==> src/rtl/updown_event_encoder_if.sv <==
// Event stream handshake between the up/down encoder (master) and the AER bus side (slave).
interface updown_event_encoder_if #(
    parameter int unsigned TS_WIDTH = 12
);
    logic                ev_valid;
    logic                ev_ready;
    logic [TS_WIDTH:0]   ev_data;

    modport master (
        output ev_valid,
        output ev_data,
        input  ev_ready
    );

    modport slave (
        input  ev_valid,
        input  ev_data,
        output ev_ready
    );
endinterface

==> src/rtl/updown_event_encoder.sv <==
// Converts up/down modulator codes into timestamped polarity events, buffers them in a FIFO
// and keeps a saturating signed integrator of the event stream.
module updown_event_encoder #(
    parameter int unsigned TS_WIDTH  = 12,
    parameter int unsigned DEPTH     = 8,
    parameter int unsigned ACC_WIDTH = 8
) (
    input  logic                           clk,
    input  logic                           rst_n,
    updown_event_encoder_if.master         ev_if,
    input  logic [1:0]                     i_toggle,
    input  logic                           i_clear,
    output logic signed [ACC_WIDTH-1:0]    o_level,
    output logic [$clog2(DEPTH):0]         o_fifo_count,
    output logic                           o_overflow,
    output logic                           o_err
);
    localparam int unsigned PTR_W = $clog2(DEPTH);

    logic [1:0]                  r_prev;
    logic [TS_WIDTH-1:0]         r_ts;
    logic [TS_WIDTH:0]           r_mem [DEPTH];
    logic [PTR_W-1:0]            r_wr_ptr;
    logic [PTR_W-1:0]            r_rd_ptr;
    logic [PTR_W:0]              r_count;
    logic signed [ACC_WIDTH-1:0] r_level;
    logic                        r_overflow;
    logic                        r_err;

    logic                        w_is_up;
    logic                        w_is_down;
    logic                        w_event;
    logic                        w_full;
    logic                        w_pop;
    logic                        w_push;
    logic                        w_drop;
    logic                        w_illegal;
    logic signed [ACC_WIDTH-1:0] w_lvl_max;
    logic signed [ACC_WIDTH-1:0] w_lvl_min;
    logic signed [ACC_WIDTH-1:0] w_level_d;
    logic [PTR_W:0]              w_count_d;

    assign w_is_up   = (i_toggle == 2'b10);
    assign w_is_down = (i_toggle == 2'b01);
    assign w_illegal = (i_toggle == 2'b11);
    // Only the leading edge of an UP/DOWN code is an event; held codes are ignored.
    assign w_event   = (w_is_up || w_is_down) && (i_toggle != r_prev);

    assign w_full    = (r_count == (PTR_W+1)'(DEPTH));
    assign w_pop     = (r_count != '0) && ev_if.ev_ready;
    assign w_push    = w_event && (!w_full || w_pop);
    assign w_drop    = w_event && w_full && !w_pop;

    assign w_lvl_max = {1'b0, {(ACC_WIDTH-1){1'b1}}};
    assign w_lvl_min = {1'b1, {(ACC_WIDTH-1){1'b0}}};

    always_comb begin
        w_level_d = r_level;
        if (i_clear) begin
            w_level_d = '0;
        end else if (w_event) begin
            if (w_is_up && (r_level != w_lvl_max)) begin
                w_level_d = r_level + ACC_WIDTH'(1);
            end else if (w_is_down && (r_level != w_lvl_min)) begin
                w_level_d = r_level - ACC_WIDTH'(1);
            end
        end
    end

    always_comb begin
        w_count_d = r_count;
        case ({w_push, w_pop})
            2'b10:   w_count_d = r_count + (PTR_W+1)'(1);
            2'b01:   w_count_d = r_count - (PTR_W+1)'(1);
            default: w_count_d = r_count;
        endcase
    end

    always_ff @(posedge clk or negedge rst_n) begin
        if (!rst_n) begin
            r_prev     <= 2'b00;
            r_ts       <= '0;
            r_wr_ptr   <= '0;
            r_rd_ptr   <= '0;
            r_count    <= '0;
            r_level    <= '0;
            r_overflow <= 1'b0;
            r_err      <= 1'b0;
            for (int unsigned i = 0; i < DEPTH; i++) begin
                r_mem[i] <= '0;
            end
        end else begin
            r_prev  <= i_toggle;
            r_ts    <= r_ts + TS_WIDTH'(1);
            r_count <= w_count_d;
            r_level <= w_level_d;
            if (w_push) begin
                r_mem[r_wr_ptr] <= {w_is_up, r_ts};
                r_wr_ptr        <= r_wr_ptr + PTR_W'(1);
            end
            if (w_pop) begin
                r_rd_ptr <= r_rd_ptr + PTR_W'(1);
            end
            // Clear wins over a same-cycle set of either sticky flag.
            if (i_clear) begin
                r_overflow <= 1'b0;
                r_err      <= 1'b0;
            end else begin
                if (w_drop) begin
                    r_overflow <= 1'b1;
                end
                if (w_illegal) begin
                    r_err <= 1'b1;
                end
            end
        end
    end

    assign ev_if.ev_valid = (r_count != '0);
    assign ev_if.ev_data  = r_mem[r_rd_ptr];
    assign o_level        = r_level;
    assign o_fifo_count   = r_count;
    assign o_overflow     = r_overflow;
    assign o_err          = r_err;
endmodule

==> src/flat_wrapper.sv <==
// flat-port wrapper written by rule: the top's interface ports become plain ports
module updown_event_encoder_flat 
#(
    parameter int unsigned TS_WIDTH  = 12,
    parameter int unsigned DEPTH     = 8,
    parameter int unsigned ACC_WIDTH = 8
)
  (clk, rst_n, i_toggle, i_clear, o_level, o_fifo_count, o_overflow, o_err, ev_if_ev_valid, ev_if_ev_data, ev_if_ev_ready);
  updown_event_encoder_if #(.TS_WIDTH(TS_WIDTH)) ev_if_i ();
  input  logic clk;
  input  logic rst_n;
  input  logic [1:0] i_toggle;
  input  logic i_clear;
  output logic signed [ACC_WIDTH-1:0] o_level;
  output logic [$clog2(DEPTH):0] o_fifo_count;
  output logic o_overflow;
  output logic o_err;
  output wire logic [$bits(ev_if_i.ev_valid)-1:0] ev_if_ev_valid;
  output wire logic [$bits(ev_if_i.ev_data)-1:0] ev_if_ev_data;
  input wire logic [$bits(ev_if_i.ev_ready)-1:0] ev_if_ev_ready;
  assign ev_if_ev_valid = ev_if_i.ev_valid;
  assign ev_if_ev_data = ev_if_i.ev_data;
  assign ev_if_i.ev_ready = ev_if_ev_ready;
  updown_event_encoder #(.TS_WIDTH(TS_WIDTH), .DEPTH(DEPTH), .ACC_WIDTH(ACC_WIDTH)) u_core (.clk(clk), .rst_n(rst_n), .ev_if(ev_if_i), .i_toggle(i_toggle), .i_clear(i_clear), .o_level(o_level), .o_fifo_count(o_fifo_count), .o_overflow(o_overflow), .o_err(o_err));
endmodule
==> config.mk <==
export PLATFORM = sky130hd
export DESIGN_NAME = updown_event_encoder_flat
export DESIGN_NICKNAME = d
export VERILOG_FILES = /design/src/rtl/updown_event_encoder_if.sv /design/src/rtl/updown_event_encoder.sv /design/src/flat_wrapper.sv
export SDC_FILE = /design/constraint.sdc
export NUM_CORES = 1
export LEC_CHECK = 0
export CAP_MARGIN = 10
export CORE_MARGIN = 10
export CORE_UTILIZATION = 54
export DETAILED_ROUTE_END_ITERATION = 6
export MAX_ROUTING_LAYER = met4
export PLACE_DENSITY = 0.74
export SLEW_MARGIN = 40
export SYNTH_ARGS = -nofsm -noshare
export SYNTH_HDL_FRONTEND = slang
export SYNTH_SLANG_ARGS = --single-unit
export TNS_END_PERCENT = 50
==> constraint.sdc <==
create_clock -name clk -period 2.15 [get_ports clk]
set_input_delay 0.215 -clock clk [delete_from_list [all_inputs] [get_ports clk]]
set_output_delay 0.215 -clock clk [all_outputs]
set_load 0.01 [all_outputs]
Word-level counts from Yosys, hierarchy flattened. Index checks and enable logic that the tools add are counted.

Output and inout port bits: 28. Word-level logic and storage cells: 71. Bits of input ports: 6. Register bits: 138.

Eq/ne operators: 9. Bitwise gates (word level): 2. Order comparisons: 3. Reductions and logical operators: 19. Multiplexer cells: 15. Add/subtract/negate cells: 7.

Operators with widths (number): bitwise mux 104 bit (1); binary-select mux 13 bit (select 3 bit) (1); demux 13 bit (select 3 bit) (1); two-way mux 13 bit (3); two-way mux 8 bit (4); inequality test 8 bit, second input constant (2); adder 12 x 1 -> 12 bit, second input constant (1); adder 8 x 2 -> 8 bit, second input constant (1); >= comparator 4 bit, second input constant (2); logical AND 1 bit (8); NOT 3 -> 4 bit (2); case mux 4 bit (2 select lines) (1); nonzero test 2 bit (4); subtractor 8 x 2 -> 8 bit, second input constant (1); adder 3 x 1 -> 3 bit, second input constant (2); equality test 2 bit, second input constant (3); adder 4 x 1 -> 4 bit, second input constant (1); equality test 2 x 1 -> 1 bit, second input constant (2); equality test 4 bit, second input constant (1); less-than comparator 4 x 1 -> 1 bit, second input constant (1); two-way mux 1 bit (4); nonzero test 4 bit (1); subtractor 4 x 1 -> 4 bit, second input constant (1); nonzero test 3 bit (1); other kinds (4) (6).

Longest topological paths before layout.
Depth in word-level cells: 7. Depth in mapped cells: 10. Depth with buffers taken out: 10.

Worst setup path before layout. OpenSTA, ideal clock, no wires.

Path type: register -> register. From: register u_core.r_level[7] (netlist: u_core.o_level[7]). To: register u_core.r_level[6] (netlist: u_core.o_level[6]). Setup slack: -0.243 ns. Arrival: 2.315 ns. Setup time: 0.078 ns. Stages on the path, launching flop included: 9. Period minus slack after synthesis: 2.393 ns. Cell sequence: dfrtp_1 nand4b_1 o21a_1 inv_1 ha_1 or4b_2 o21ai_0 o21ai_0 a21oi_1.

Word-level cells in the longest chain between the ends: 5.

RTL lines: from (decl) (RTL line updown_event_encoder.sv:26) `logic signed [ACC_WIDTH-1:0] r_level;`; from (signal assigned) (RTL line updown_event_encoder.sv:96) `r_level <= w_level_d;`; inequality test 8 bit (RTL line updown_event_encoder.sv:62) `if (w_is_up && (r_level != w_lvl_max)) begin`; logical AND 1 bit (RTL line updown_event_encoder.sv:62); two-way mux 8 bit (RTL line updown_event_encoder.sv:62); two-way mux 8 bit (RTL line updown_event_encoder.sv:61) `end else if (w_event) begin`; two-way mux 8 bit (RTL line updown_event_encoder.sv:59) `if (i_clear) begin`.

Parallel ways exist; a longest one is shown, timed or not. The select of a mux whose other input is x is not followed. A chain may end at the register's enable or synchronous reset.

Worst setup path after layout.
From: register u_core.r_rd_ptr[0]. To: output port ev_if_ev_data[10].

Word-level cells in the longest chain between the ends: 4.

RTL lines: from (decl) (RTL line updown_event_encoder.sv:24) `logic [PTR_W-1:0] r_rd_ptr;`; from (signal assigned) (RTL line updown_event_encoder.sv:102) `r_rd_ptr <= r_rd_ptr + PTR_W'(1);`; NOT 3 -> 4 bit (not written as such) (RTL line updown_event_encoder.sv:120) `assign ev_if.ev_data = r_mem[r_rd_ptr];`; binary-select mux 13 bit (select 3 bit) (RTL line updown_event_encoder.sv:120); two-way mux 13 bit (not written as such) (2 in a row) (RTL line updown_event_encoder.sv:120); to (decl) (RTL line flat_wrapper.sv:19) `output wire logic [$bits(ev_if_i.ev_data)-1:0] ev_if_ev_data;`.

Every way passes these cells. The select of a mux whose other input is x is not followed.

==> qor.yml <==
clocking:
  clock_path_buffers: 2
  cts_sinks: 138
  cts_buffers: 17
  root_buffer: "clkbuf_16"
  clk_pin_slew_ns: 0.06
  cts_tree: "yes"
  cts_max_level: 4
  insertion_delay_ns: 0.43
grt:
  grt_pass1_wl_mm: 24.7
  antenna_found_initial: 0
  track_usage: 0.183
  grt-ovfl-total: 0
  grt_pass1_vias: 4461
  grt_max_degree: 60
worst_setup_path:
  rr_worst_depth: 9
  path_class: "reg -> out"
  cp-end-kind: "primary output"
  cp-start-kind: "flop"
  path_max_fanout: 7
  crit_arrival_ns: 2.02
  crit_required_ns: 1.93
detailed_routing:
  routed_wl_mm: 15.5
  wl_per_cell_um: 21.0
  vias: 4149
  drt_pass1_iterations: 4
  antenna_left: 0
  vias_per_cell: 5.62
  drcViolationCount: 0
  drtIter0Drc: 188
run_status:
  violations: "negative setup slack"
  run_status: "complete, but fails checks"
synth:
  synthTopCellsByCount: "138 x dfrtp_1, 70 x mux2_2, 40 x mux2_4, 26 x mux4_2, 17 x xnor2_1"
  yosysSeqAreaShare: 0.503
  synth_area_mm2: 0.00687
  ys.flop_type: "dfrtp_1"
  yosys.area.top_type: "dfrtp_1"
  avgSynthCellArea_um2: 14.8
  synth_edf_count: 0
  synth.most_common_cell: "dfrtp_1"
  ys_types: 53
  synth_area_leaders: "dfrtp_1 50%, mux2_2 11%, mux2_4 8.7%, mux4_2 8.5%, ha_1 2.7%"
  netlist.area_leader.share: 0.503
  ys_ff_latch: 138
  async_reset_ff_frac: 1.00
  yosysWarnings: 0
  synth_nets: 487
  synthCells: 464
place:
  hpwl_mm: 9.76
  dp.cells: 697
  dpl_cell_area_mm2: 0.00789
  gp_congestion: 0.854
  io_buffers: 33
sta:
  fin_crit_ns: 2.24
  max_slew_margin: 0.642
  fin_tns_setup_ns: -1.03
  finalSetupViolations: 20
  fmax_ghz: 0.447
  layout_setup_ws_ns: -0.0863
  final_max_slew_viol_count: 0
  clock_skew_ns: 0.00852
  tightestPinTransition_ns: 0.538
  hold_viol: 0
  rsz0062_at_grt: "true"
  finalCritPeriodShare: 1.04
cells_and_area:
  multi_input_area_mm2: 0.00344
  syn2layout_area_growth_pct: 28.6
  nFillCells: 840
  antennaDiodeCount: 0
  stdcell_area_mm2: 0.00884
  drive_gt1_frac: 0.528
  nNetsFinal: 576
  ff_latch_area_mm2: 0.00346
  layoutNonFillerInstCount: 738
  finalCoreUtilization: 0.706
floorplanning:
  io_pins: 34
  core_area_mm2: 0.0125
  die_area_mm2: 0.0176
  rows: 41
  start_util: 0.549
  chipWidth_um: 133
  die_y_um: 133
power:
  irDropWorstVdd_mv: 0.788
  cellPowerDensity_mw_per_mm2: 1260
  p_leak_uw: 0.00415
min_path:
  holdPathStages: 2
  hold_class: "in -> reg"
run:
  maxCapViolations: 0
-- flip-flops by register name, summed over array words and instances, names as in the netlist --
register,cells
u_core.r_mem,104
u_core.o_fifo_count,4
u_core.r_wr_ptr,3
u_core.o_overflow,1
u_core.r_prev,2
u_core.o_level,8
u_core.o_err,1
u_core.r_ts,12
u_core.r_rd_ptr,3
-- kinds of logic (layout without fill, tap and decap cells) --
family / count (synthesis) / in the layout / share of synthesized area
compound gates: 29 / 29 / 0.0304
simple gates: 67 / 67 / 0.0632
flops: 138 / 138 / 0.503
buf+inv: 39 / 141 / 0.0304
fa+ha+maj: 17 / 17 / 0.0331
xor+xnor: 23 / 23 / 0.0293
mux: 151 / 151 / 0.311
-- cells in the final DEF, fill, tap and decap left out, types with 4 or more instances in the layout --
cell type	count
nor2_1	15
a21oi_2	4
mux2_2	47
clkdlybuf4s50_1	16
clkinv_2	4
nand2_1	14
nand3_1	8
mux4_2	26
mux2_4	73
clkbuf_8	4
buf_12	11
ha_4	4
xor2_1	6
mux2i_1	5
xnor2_1	16
buf_4	48
inv_1	6
buf_6	19
clkbuf_16	19
dfrtp_1	134
and3_1	4
ha_1	10
dfrtp_2	4
-- stage by stage --
step / hold WS, ns / total power, uW / setup slack [ns]
floorplan: -0.0806 / 6160 / -0.0411
global placement: 0.208 / 7550 / -0.393
detailed placement: 0.209 / 7690 / -0.429
CTS: 0.344 / 11100 / -0.139
global route: 0.153 / 11700 / -0.135
finish: 0.139 / 11100 / -0.0863
-- path summary, 6_finish.rpt --
kind	startpoint	end	slack, ns
max reg2reg	u_core.o_fifo_count[1]$_DFFE_PN0P_	u_core.o_fifo_count[3]$_DFFE_PN0P_	-0.03
max	u_core.r_rd_ptr[0]$_DFFE_PN0P_	ev_if_ev_data[10]	-0.09
min in group asynchronous	rst_n	u_core.r_mem[7]$_DFFE_PN0P_	0.32
min	i_toggle[1]	u_core.r_prev[1]$_DFF_PN0_	0.14
min reg2reg	u_core.r_mem[52]$_DFFE_PN0P_	u_core.r_mem[52]$_DFFE_PN0P_	0.50
max in group asynchronous	rst_n	u_core.o_level[0]$_DFFE_PN0P_	1.14
-- critical path: stages, from the launching register on --
cell and delay [ns]:
dfrtp_2 0.47, buf_6 0.19, mux4_2 0.51, mux2_4 0.28
buf_6 0.12
-- where the power goes --
group	switching (uW)	internal [uW]
Sequential	487	3250
Combinational	1680	2650
Clock	1130	1940
Total	3300	7840
-- per-layer routing --
layer | global-route usage | vias up | part of all wire
li1 | - | 1866 | -
met1 | 0.230 | 2204 | 0.45
met2 | 0.288 | 59 | 0.50
met3 | 0.0382 | 20 | 0.032
met4 | 0.0630 | 0 | 0.015
met5 | - | - | 0
-- repair_timing --
| item | in CTS | in global routing |
|---|---|---|
| buffers inserted | 5 | 4 |
| resized for setup | 86 | 43 |
| gates cloned | 1 | 2 |
| pin swaps | 1 | 6 |
| hold endpoints to repair | 56 | 0 |
| endpoints found under the setup margin | 17 | 75 |
| hold buffers | 1 | 0 |
-- cell type report --
class	count	area share
Sequential cell	138	0.391
Multi-Input combinational cell	287	0.390
Timing Repair Buffer	101	0.120
Clock buffer	21	0.0544
Tap cell	172	0.0243
Clock inverter	11	0.0161
Inverter	8	0.00396
Note: power is estimated with default switching activity, not from simulation.
